### src/rtl/midi_pkg.sv
// Shared MIDI transmitter definitions: FSM state type, status-byte class
// constants and helpers that classify a status byte and give the number of
// bytes its message occupies on the wire.
package midi_pkg;

  typedef enum logic [1:0] {IDLE, STAT, D1, D2} state_t;

  localparam logic [7:0] NOTE_OFF  = 8'h80;
  localparam logic [7:0] PROG_CHG  = 8'hC0;
  localparam logic [7:0] CHAN_AT   = 8'hD0;
  localparam logic [7:0] SYSEX     = 8'hF0;
  localparam logic [7:0] MTC_QF    = 8'hF1;
  localparam logic [7:0] SONG_POS  = 8'hF2;
  localparam logic [7:0] SONG_SEL  = 8'hF3;
  localparam logic [7:0] SYSEX_END = 8'hF7;
  localparam logic [7:0] RT_MIN    = 8'hF8;

  // Channel voice/mode messages 80..EF
  function automatic logic is_channel(input logic [7:0] status);
    return (status >= NOTE_OFF) && (status < SYSEX);
  endfunction

  // System common F0..F7
  function automatic logic is_system_common(input logic [7:0] status);
    return (status >= SYSEX) && (status <= SYSEX_END);
  endfunction

  // Total bytes in the message including status; 0 for a non-status byte
  function automatic logic [1:0] byte_count(input logic [7:0] status);
    logic [1:0] n;
    n = 2'd0;
    if (!status[7]) begin
      n = 2'd0;
    end else if (is_channel(status)) begin
      if ((status & 8'hF0) == PROG_CHG || (status & 8'hF0) == CHAN_AT) n = 2'd2;
      else n = 2'd3;
    end else if (status == SONG_POS) begin
      n = 2'd3;
    end else if (status == MTC_QF || status == SONG_SEL) begin
      n = 2'd2;
    end else begin
      n = 2'd1;
    end
    return n;
  endfunction

endpackage

### src/rtl/midi_msg_tx_if.sv
// Message handshake bundle for midi_msg_tx.
//   msg_valid  : source offers a message
//   msg_ready  : transmitter can accept this cycle
//   msg_status : status byte
//   msg_data1/2: data bytes (7 bits each, sent with bit7=0)
interface midi_msg_tx_if;
  logic       msg_valid;
  logic       msg_ready;
  logic [7:0] msg_status;
  logic [6:0] msg_data1;
  logic [6:0] msg_data2;

  modport master (output msg_valid, msg_status, msg_data1, msg_data2,
                  input  msg_ready);
  modport slave  (input  msg_valid, msg_status, msg_data1, msg_data2,
                  output msg_ready);
endinterface

### src/rtl/midi_tx_ser.sv
// Single-byte MIDI/UART serializer: start bit, 8 data bits LSB first, stop bit,
// each CLKS_PER_BIT cycles long.
//   clk, rst : clock, synchronous active-high reset
//   start    : load data and begin a frame (line goes low on this edge)
//   data     : byte to send
//   txd      : serial line, idle high
//   done     : high in the last cycle of the stop bit
module midi_tx_ser #(
  parameter int unsigned CLKS_PER_BIT = 1600
) (
  input  logic       clk,
  input  logic       rst,
  input  logic       start,
  input  logic [7:0] data,
  output logic       txd,
  output logic       done
);

  localparam logic [11:0] LAST_CYC = 12'(CLKS_PER_BIT - 1);

  logic        active;
  logic [11:0] cyc;
  logic [3:0]  idx;
  logic [8:0]  shreg;

  // Starting a frame takes priority so a new byte can begin in the cycle
  // right after the previous stop bit.
  always_ff @(posedge clk) begin
    if (rst) begin
      active <= 1'b0;
      txd    <= 1'b1;
      cyc    <= '0;
      idx    <= '0;
      shreg  <= '1;
    end else if (start) begin
      active <= 1'b1;
      txd    <= 1'b0;
      cyc    <= '0;
      idx    <= '0;
      shreg  <= {1'b1, data};
    end else if (active) begin
      if (cyc == LAST_CYC) begin
        cyc <= '0;
        if (idx == 4'd9) begin
          active <= 1'b0;
        end else begin
          idx   <= idx + 4'd1;
          txd   <= shreg[0];
          shreg <= {1'b1, shreg[8:1]};
        end
      end else begin
        cyc <= cyc + 12'd1;
      end
    end
  end

  assign done = active && (idx == 4'd9) && (cyc == LAST_CYC);

endmodule

### src/rtl/midi_msg_tx.sv
// MIDI message transmitter with optional running-status compression.
//   reg_clk, reset_reg : clock, synchronous active-high reset
//   msg (slave)        : message handshake (valid/ready, status, data1, data2)
//   running_en         : omit repeated channel status bytes
//   midi_txd           : serial MIDI output, idle high
//   busy               : a message is being sent
//   byte_done          : pulse at the end of each byte's stop bit
module midi_msg_tx
  import midi_pkg::*;
#(
  parameter int unsigned CLKS_PER_BIT = 1600
) (
  input  logic         reg_clk,
  input  logic         reset_reg,
  midi_msg_tx_if.slave msg,
  input  logic         running_en,
  output logic         midi_txd,
  output logic         busy,
  output logic         byte_done
);

  state_t     state_q, state_d;
  logic [7:0] status_q;
  logic [6:0] data1_q, data2_q;
  logic [1:0] count_q;
  logic [7:0] run_q;
  logic       acc_q, launch_q, drop_q;

  logic       accept, omit, ser_start, ser_done;
  logic [7:0] ser_byte;

  assign accept = msg.msg_valid && msg.msg_ready;
  assign omit   = running_en && is_channel(msg.msg_status) && (msg.msg_status == run_q);

  // drop_q holds ready low for the one cycle after a discarded data byte.
  assign msg.msg_ready = (state_q == IDLE) && !reset_reg && !drop_q;
  assign busy          = (state_q != IDLE);
  assign byte_done     = ser_done;

  always_ff @(posedge reg_clk) begin
    if (reset_reg) begin
      state_q  <= IDLE;
      status_q <= '0;
      data1_q  <= '0;
      data2_q  <= '0;
      count_q  <= '0;
      run_q    <= '0;
      acc_q    <= 1'b0;
      launch_q <= 1'b0;
      drop_q   <= 1'b0;
    end else begin
      state_q  <= state_d;
      acc_q    <= accept && msg.msg_status[7];
      launch_q <= acc_q;
      drop_q   <= accept && !msg.msg_status[7];
      if (accept && msg.msg_status[7]) begin
        status_q <= msg.msg_status;
        data1_q  <= msg.msg_data1;
        data2_q  <= msg.msg_data2;
        count_q  <= byte_count(msg.msg_status);
      end
      if (!running_en) begin
        run_q <= '0;
      end else if (accept) begin
        if (is_channel(msg.msg_status)) run_q <= msg.msg_status;
        else if (is_system_common(msg.msg_status)) run_q <= '0;
      end
    end
  end

  always_comb begin
    state_d = state_q;
    case (state_q)
      IDLE: if (accept && msg.msg_status[7]) state_d = omit ? D1 : STAT;
      STAT: if (ser_done) state_d = (count_q == 2'd1) ? IDLE : D1;
      D1:   if (ser_done) state_d = (count_q == 2'd3) ? D2 : IDLE;
      D2:   if (ser_done) state_d = IDLE;
      default: state_d = IDLE;
    endcase
  end

  // The serializer loads on the edge where the FSM moves, so the byte is
  // selected from the state being entered. The first byte is launched two
  // edges after accept via acc_q/launch_q; later bytes chain off ser_done.
  always_comb begin
    ser_byte = '0;
    case (state_d)
      STAT:    ser_byte = status_q;
      D1:      ser_byte = {1'b0, data1_q};
      D2:      ser_byte = {1'b0, data2_q};
      default: ser_byte = '0;
    endcase
  end

  assign ser_start = launch_q || (ser_done && state_d != IDLE);

  midi_tx_ser #(.CLKS_PER_BIT(CLKS_PER_BIT)) u_ser (
    .clk   (reg_clk),
    .rst   (reset_reg),
    .start (ser_start),
    .data  (ser_byte),
    .txd   (midi_txd),
    .done  (ser_done)
  );

endmodule

### src/flat_wrapper.sv
// flat-port wrapper written by rule: the top's interface ports become plain ports
module midi_msg_tx_flat import midi_pkg::*;
#(
  parameter int unsigned CLKS_PER_BIT = 1600
)
  (reg_clk, reset_reg, running_en, midi_txd, busy, byte_done, msg_msg_valid, msg_msg_status, msg_msg_data1, msg_msg_data2, msg_msg_ready);
  midi_msg_tx_if msg_i ();
  input  logic reg_clk;
  input  logic reset_reg;
  input  logic running_en;
  output logic midi_txd;
  output logic busy;
  output logic byte_done;
  input wire logic [$bits(msg_i.msg_valid)-1:0] msg_msg_valid;
  input wire logic [$bits(msg_i.msg_status)-1:0] msg_msg_status;
  input wire logic [$bits(msg_i.msg_data1)-1:0] msg_msg_data1;
  input wire logic [$bits(msg_i.msg_data2)-1:0] msg_msg_data2;
  output wire logic [$bits(msg_i.msg_ready)-1:0] msg_msg_ready;
  assign msg_i.msg_valid = msg_msg_valid;
  assign msg_i.msg_status = msg_msg_status;
  assign msg_i.msg_data1 = msg_msg_data1;
  assign msg_i.msg_data2 = msg_msg_data2;
  assign msg_msg_ready = msg_i.msg_ready;
  midi_msg_tx #(.CLKS_PER_BIT(CLKS_PER_BIT)) u_core (.reg_clk(reg_clk), .reset_reg(reset_reg), .msg(msg_i), .running_en(running_en), .midi_txd(midi_txd), .busy(busy), .byte_done(byte_done));
endmodule
### config.mk
export PLATFORM = sky130hd
export DESIGN_NAME = midi_msg_tx_flat
export DESIGN_NICKNAME = d
export VERILOG_FILES = /design/src/rtl/midi_pkg.sv /design/src/rtl/midi_msg_tx_if.sv /design/src/rtl/midi_tx_ser.sv /design/src/rtl/midi_msg_tx.sv /design/src/flat_wrapper.sv
export SDC_FILE = /design/constraint.sdc
export NUM_CORES = 1
export LEC_CHECK = 0
export BUFFER_PORTS_ARGS = -buffer_cell sky130_fd_sc_hd__buf_2
export CORE_UTILIZATION = 49
export CTS_BUF_LIST = sky130_fd_sc_hd__clkbuf_2
export DETAILED_ROUTE_END_ITERATION = 12
export PLACE_DENSITY = 0.73
export REMOVE_ABC_BUFFERS = 1
export SYNTH_ARGS = -nofsm -noshare
export SYNTH_HDL_FRONTEND = slang
export SYNTH_SLANG_ARGS = --single-unit
### constraint.sdc
create_clock -name reg_clk -period 4.8 [get_ports reg_clk]
set_clock_uncertainty 0.2 [all_clocks]
set_input_delay 1.44 -clock reg_clk [delete_from_list [all_inputs] [get_ports reg_clk]]
set_output_delay 1.44 -clock reg_clk [all_outputs]
set_load 0.005 [all_outputs]
# [After elaboration in Yosys (flattened, before gate mapping)]
# Index checks and enable logic that the tools add are counted.
[word_totals] out_inout_bits=4 reg_bits=63 word_cells=97 input_bits=26
[classes] reduce_logical=29 n_addsub=2 eq_ne=17 bitwise_logic=2 magnitude_cmp=4 mux=29
[op_table] op="$mux 8" count=6
[op_table] op="$eq 8x8->1 const B" count=3
[op_table] op="$pmux 8 s3" count=1
[op_table] op="$mux 2" count=11
[op_table] op="$ge 8x8->1 const B" count=2
[op_table] op="$add 12x1->12 const B" count=1
[op_table] op="$eq 12x11->1 const B" count=1
[op_table] op="$eq 4x4->1 const B" count=3
[op_table] op="$logic_and 1x1->1" count=12
[op_table] op="$mux 12" count=1
[op_table] op="$eq 2x2->1 const B" count=5
[op_table] op="$reduce_bool 2->1" count=5
[op_table] op="$mux 1" count=9
[op_table] op="$eq 8x8->1" count=1
[op_table] op="$le 8x8->1 const B" count=1
[op_table] op="$lt 8x8->1 const B" count=1
[op_table] op="$pmux 2 s4" count=1
[op_table] op="$eq 2x1->1 const B" count=3
[op_table] op="$reduce_and 3->1" count=2
[op_table] op="$add 4x1->4 const B" count=1
[op_table] op="$reduce_or 2->1" count=2
[op_table] op="$logic_not 1->1" count=3
[op_table] op="$logic_or 1x1->1" count=3
[op_table] op="$logic_not 2->1" count=1
[op_table] op="3 further kinds" count=4

# [Longest topological paths before layout]
# Gate-level depths: netlist of run 1.
[depth] depth_word=12 mapped_depth=8 ltp_nobuf=7

# [Cells and area by module]
# A second synthesis of run 1 with hierarchy kept.
[hier_totals] hier_cells=368 hier_area_um2=3055.4
[modules_own_cells] module="midi_msg_tx" area_each_um2=1830.5 seq_area_each_um2=740.7 instances=1 cells_each=222
[modules_own_cells] module="midi_tx_ser" area_each_um2=1224.9 seq_area_each_um2=520.5 instances=1 cells_each=146

# [Worst setup path after synthesis of run 1]
# Ideal clock, no wire load.
[synth_path] path_kind="in2out" start="input port reset_reg" end="output port msg_msg_ready" t_required_ps=3160 t_arrival_ps=1814 n_path_buf=0 path_slack_ps=1346 stages=1 cell_sequence="nor4_2"
[synth_via] elab_chain_len=3
[synth_lines] item="start, declared" line="flat_wrapper.sv:9" text="input logic reset_reg;"
[synth_lines] item="$logic_not 1->1" line="midi_msg_tx.sv:36" text="assign msg.msg_ready = (state_q == IDLE) && !reset_reg && !drop_q;"
[synth_lines] item="$logic_and 1x1->1 (2 in a row)" line="midi_msg_tx.sv:36"
[synth_lines] item="end, declared" line="flat_wrapper.sv:18" text="output wire logic [$bits(msg_i.msg_ready)-1:0] msg_msg_ready;"
# Every way passes these cells.

# [Final worst setup path of run 1]
# Same ends and word-level chain as after synthesis.

==> results.json, run 1 <==
{
  "outcome": "finished, final reports clean",
  "ys_top_cells_by_count": "63 x dfxtp_1, 51 x nand2_1, 33 x a21oi_1",
  "timing.final.crit_share": 0.787,
  "root_buffer": "clkbuf_2",
  "grt_usage": 0.224,
  "cp-start-kind": "primary input",
  "drcViolationCount": 0,
  "hpwl_mm": 4.18,
  "overflow": 0,
  "min_path_type": "flip-flop to flip-flop",
  "clk_pin_slew_worst_paths_ns": 0.17,
  "via_per_inst": 5.46,
  "io_buffers": 29,
  "num_rows": 27,
  "layout-drive-gt1-share": 0.167,
  "grt_pass1_vias": 2314,
  "synth-edff-count": 0,
  "hold_violations": 0,
  "setup_viol": 0,
  "clock_path_buffers": 2,
  "syn_area_per_cell_um2": 8.80,
  "cts_max_level": 3,
  "numCtsBuffers": 9,
  "place_ws_ns": 1.02,
  "area.growth.synth_to_final_pct": 10.2,
  "path_class": "primary input to output pin",
  "leakage_nw": 1.14,
  "post_cts_buffers": 0,
  "initial_core_util": 0.510,
  "synth_cell_types": 46,
  "die_y_um": 77.7,
  "ff_latch_area_um2": 1260,
  "fillCellCount": 528,
  "end_kind": "output pin",
  "cts_tree": "done",
  "boundaryPins": 30,
  "powerDensity_nw_per_um2": 281,
  "clock-sinks": 63,
  "die_w_um": 77.7,
  "synth-seq-cells": 63,
  "yosysTopAreaCell": "dfxtp_1",
  "drtPass1Iterations": 5,
  "multi_input_area_um2": 1460,
  "dieArea_um2": 6030,
  "fin_ws_ns": 1.02,
  "cp_data_arrival_time_ns": 2.14,
  "holdWs_ns": 0.271,
  "vias": 2324,
  "cp.required_ns": 3.16,
  "synth_ff_type": "dfxtp_1",
  "gp_congestion": 0.838,
  "cts_resized": 0,
  "grt_max_degree": 29,
  "antenna_found_initial": 0,
  "drv_slew": 0,
  "period_needed_ns": 3.78,
  "synthCells": 319,
  "wl_per_cell_um": 13.9,
  "p_total_mw": 0.870,
  "yosysTopAreaCellShare": 0.449,
  "synthTopCellsByArea": "dfxtp_1 45%, nand2_1 6.8%, a21oi_1 5.9%",
  "clock_latency_ns": 0.50,
  "postRouteAntennaNets": 0,
  "max-cap-violations": 0,
  "grt_pass1_wl_mm": 10.5,
  "nNetsFinal": 378,
  "drt_wl_total_mm": 5.93,
  "rsz0062_at_grt": "false",
  "synth_warnings": 0,
  "antenna_cells": 0,
  "fmax_mhz": 265,
  "async_reset_ff_frac": 0,
  "worstMarginPinSlew_ns": 0.755,
  "drtIter0Drc": 121,
  "critPathMaxFanout": 4,
  "yosysSeqAreaShare": 0.449,
  "core_area_um2": 5510,
  "postCtsHoldBufs": 0,
  "ir_drop_uv": 161,
  "finalSetupTns_ns": 0,
  "synth_most_common_cell": "dfxtp_1",
  "netlist_area_um2": 2810,
  "slew-limit-headroom": 0.482
}
per-layer routing:
| metal | track usage | wire length (µm) | vias up |
|---|---|---|---|
| met4 | 0.0623 | 72 | 0 |
| met1 | 0.267 | 2720 | 1071 |
| li1 | - | - | 1207 |
| met5 | 0 | 0 | - |
| met2 | 0.374 | 2900 | 38 |
| met3 | 0.0847 | 238 | 8 |
placed cells by master, fill, tap and decap left out, drive strengths merged, types with 8 or more instances in the layout:
cell	count
o211ai	8
dfxtp	63
xor2	11
inv	9
xnor2	9
clkbuf	11
buf	32
mux2i	10
a21oi	33
nand2	51
nor2	29
final cells by class:
type	count	share of cell area
Tap cell	72	0.0291
Multi-Input combinational cell	234	0.472
Clock buffer	11	0.0178
Sequential cell	63	0.408
Inverter	9	0.0109
Clock inverter	5	0.00809
Timing Repair Buffer	32	0.0542
power breakdown:
part / internal [mW] / leakage, nW / total [mW] / switching (mW)
clock network: 0.0672 / 0.0568 / 0.255 / 0.188
registers: 0.536 / 0.510 / 0.546 / 0.00950
logic: 0.0274 / 0.569 / 0.0687 / 0.0413
total: 0.631 / 1.14 / 0.870 / 0.238
logic make-up (layout without fill, tap and decap cells):
| family | Yosys count | count (layout) | synth area share |
|---|---|---|---|
| DFF | 63 | 63 | 0.449 |
| muxes | 14 | 14 | 0.0517 |
| buffers and inverters | 22 | 57 | 0.0308 |
| and+or+nand+nor | 121 | 121 | 0.212 |
| xor gates and xnor gates | 20 | 20 | 0.0624 |
| adders and majority gates | 3 | 3 | 0.0134 |
| AOI/OAI and AO/OA | 76 | 76 | 0.181 |
per-stage QoR:
| stage | area [µm²] | util | cells |
|---|---|---|---|
| floorplan | 2750 | - | 306 |
| detailed placement | 3010 | 0.547 | 410 |
| CTS | 3090 | 0.561 | 426 |
| global placement | 3010 | 0.547 | 410 |
| global route | 3090 | 0.561 | 426 |
| finish | 3090 | 0.561 | 426 |
final timing paths:
path / startpoint / end / slack, ns / cells past startpoint
setup / recovery: reset_reg / msg_msg_ready / 1.02 / 3
hold reg to reg: u_core.acc_q$_SDFF_PP0_ / u_core.launch_q$_SDFF_PP0_ / 0.27 / 1
setup reg to reg: u_core.u_ser.cyc[6]$_SDFFE_PP0P_ / u_core.u_ser.shreg[0]$_SDFFE_PP1P_ / 1.81 / 5
hold / removal: u_core.acc_q$_SDFF_PP0_ / u_core.launch_q$_SDFF_PP0_ / 0.27 / 1
sequential cells by signal, indices dropped and copies added (netlist names):
signal and cells:
u_core.acc_q 1, u_core.u_ser.shreg 8, u_core.u_ser.idx 4, u_core.status_q 8
u_core.data1_q 7, u_core.data2_q 7, u_core.state_q 2, u_core.u_ser.active 1
u_core.launch_q 1, u_core.drop_q 1, u_core.u_ser.cyc 12, u_core.count_q 2
u_core.run_q 8, u_core.u_ser.txd 1
worst max-delay path: stages:
cell and delay (ns):
buf_2 0.13, nor4_2 0.38, buf_2 0.18
Note: power is estimated with default switching activity, not from simulation.
==> run 2: changes to the inputs <==
clock period = 3.5 ns   (was 4.8 ns; I/O delays follow)
==> results.json, run 2 (synthesis results as in run 1) <==
{
  "outcome": "finished, final reports clean",
  "root_buffer": "clkbuf_2",
  "postCtsHoldBufs": 0,
  "largest_reg_flops": 12,
  "worstMarginPinSlew_ns": 0.774,
  "hpwl_mm": 4.23,
  "nNetsFinal": 380,
  "grt_pass1_vias": 2284,
  "top_register": "u_core.u_ser.cyc",
  "area.growth.synth_to_final_pct": 10.1,
  "postRouteAntennaNets": 0,
  "period_needed_ns": 3.16,
  "slew-limit-headroom": 0.469,
  "clk_pin_slew_worst_paths_ns": 0.17,
  "r2r_slack_ns": 0.51,
  "drt_wl_total_mm": 6.07,
  "post_cts_buffers": 0,
  "max-cap-violations": 0,
  "grt_usage": 0.221,
  "die_y_um": 77.7,
  "multi_input_area_um2": 1460,
  "cp_data_arrival_time_ns": 1.91,
  "grt_pass1_wl_mm": 10.4,
  "dieArea_um2": 6030,
  "cts_max_level": 3,
  "setup_viol": 0,
  "drtIter0Drc": 104,
  "clock_latency_ns": 0.48,
  "final_common_cell": "dfxtp_1",
  "drv_slew": 0,
  "numCtsBuffers": 9,
  "clock_path_buffers": 2,
  "timing.final.crit_share": 0.904,
  "antenna_found_initial": 0,
  "end_kind": "output pin",
  "boundaryPins": 30,
  "vias": 2365,
  "cp-start-kind": "flip-flop",
  "via_per_inst": 5.56,
  "place_ws_ns": 0.422,
  "mostFrequentLayoutCells": "63 x dfxtp_1, 51 x nand2_1, 33 x a21oi_1",
  "core_area_um2": 5510,
  "ir_drop_uv": 246,
  "fin_ws_ns": 0.336,
  "layout-drive-gt1-share": 0.167,
  "die_w_um": 77.7,
  "hold_violations": 0,
  "min_path_type": "flip-flop to flip-flop",
  "overflow": 0,
  "gp_congestion": 0.790,
  "drcViolationCount": 0,
  "clock-sinks": 63,
  "drtPass1Iterations": 4,
  "ff_latch_area_um2": 1260,
  "antenna_cells": 0,
  "path_class": "flip-flop to output pin",
  "fmax_mhz": 316,
  "cp.required_ns": 2.25,
  "cts_resized": 0,
  "io_buffers": 29,
  "wl_per_cell_um": 14.3,
  "rsz0062_at_grt": "false",
  "powerDensity_nw_per_um2": 379,
  "critPathMaxFanout": 5,
  "num_rows": 27,
  "finalSetupTns_ns": 0,
  "leakage_nw": 1.14,
  "fillCellCount": 524,
  "cts_tree": "done",
  "initial_core_util": 0.510,
  "grt_max_degree": 29
}
==> run 2: cell types whose count changed in the layout (fill, tap and decap cells not counted) <==
cell,previous run,this run
buf_4,3,5
clkbuf_2,11,10
clkinv_1,2,1
clkinvlp_4,1,0
==> run 2: path summary, 6_finish.rpt <==
check | startpoint | endpoint | cells after the start
max | u_core.u_ser.cyc[6]$_SDFFE_PP0P_ | byte_done | 3
min | u_core.acc_q$_SDFF_PP0_ | u_core.launch_q$_SDFF_PP0_ | 1
max reg2reg | u_core.u_ser.cyc[6]$_SDFFE_PP0P_ | u_core.u_ser.shreg[4]$_SDFFE_PP1P_ | 5
min reg2reg | u_core.acc_q$_SDFF_PP0_ | u_core.launch_q$_SDFF_PP0_ | 1
==> run 2: critical path, cell delays in order (launching register included) <==
cell	delay, ns
dfxtp_1	0.39
or4_4	0.57
nor4_1	0.31
buf_2	0.16
==> run 2: through the flow <==
stage / hold WS (ns) / utilization / power (mW) / std cells / instance area [µm²]
final: 0.237 / 0.561 / 1.17 / 425 / 3090
after global routing: 0.287 / 0.561 / 1.23 / 425 / 3090
after CTS: 0.259 / 0.561 / 1.18 / 425 / 3090
after detailed placement: 0.252 / 0.550 / 0.861 / 412 / 3030
after global placement: 0.228 / 0.550 / 0.860 / 412 / 3030
after floorplan: 0.214 / - / 0.813 / 306 / 2750
==> run 2: report_power, final <==
part	switching (mW)	total, mW	internal (mW)
Clock	0.245	0.326	0.0807
Combinational	0.0583	0.0972	0.0390
Sequential	0.0132	0.749	0.736
Total	0.316	1.17	0.855
==> run 2: area by class of cell <==
class,count,area share
multi-input combinational,234,0.472
sequential,63,0.408
timing repair buffer,34,0.0591
tap,72,0.0291
clock buffer,10,0.0162
inverter,9,0.0109
clock inverter,3,0.00445
==> run 2: layer usage <==
layer / vias up / share of wire / routed length (µm) / track usage
met5: - / 0 / 0 / 0
met2: 44 / 0.47 / 2850 / 0.359
li1: 1213 / - / - / -
met1: 1095 / 0.47 / 2870 / 0.277
met4: 0 / 0.026 / 155 / 0.123
met3: 13 / 0.032 / 196 / 0.0365
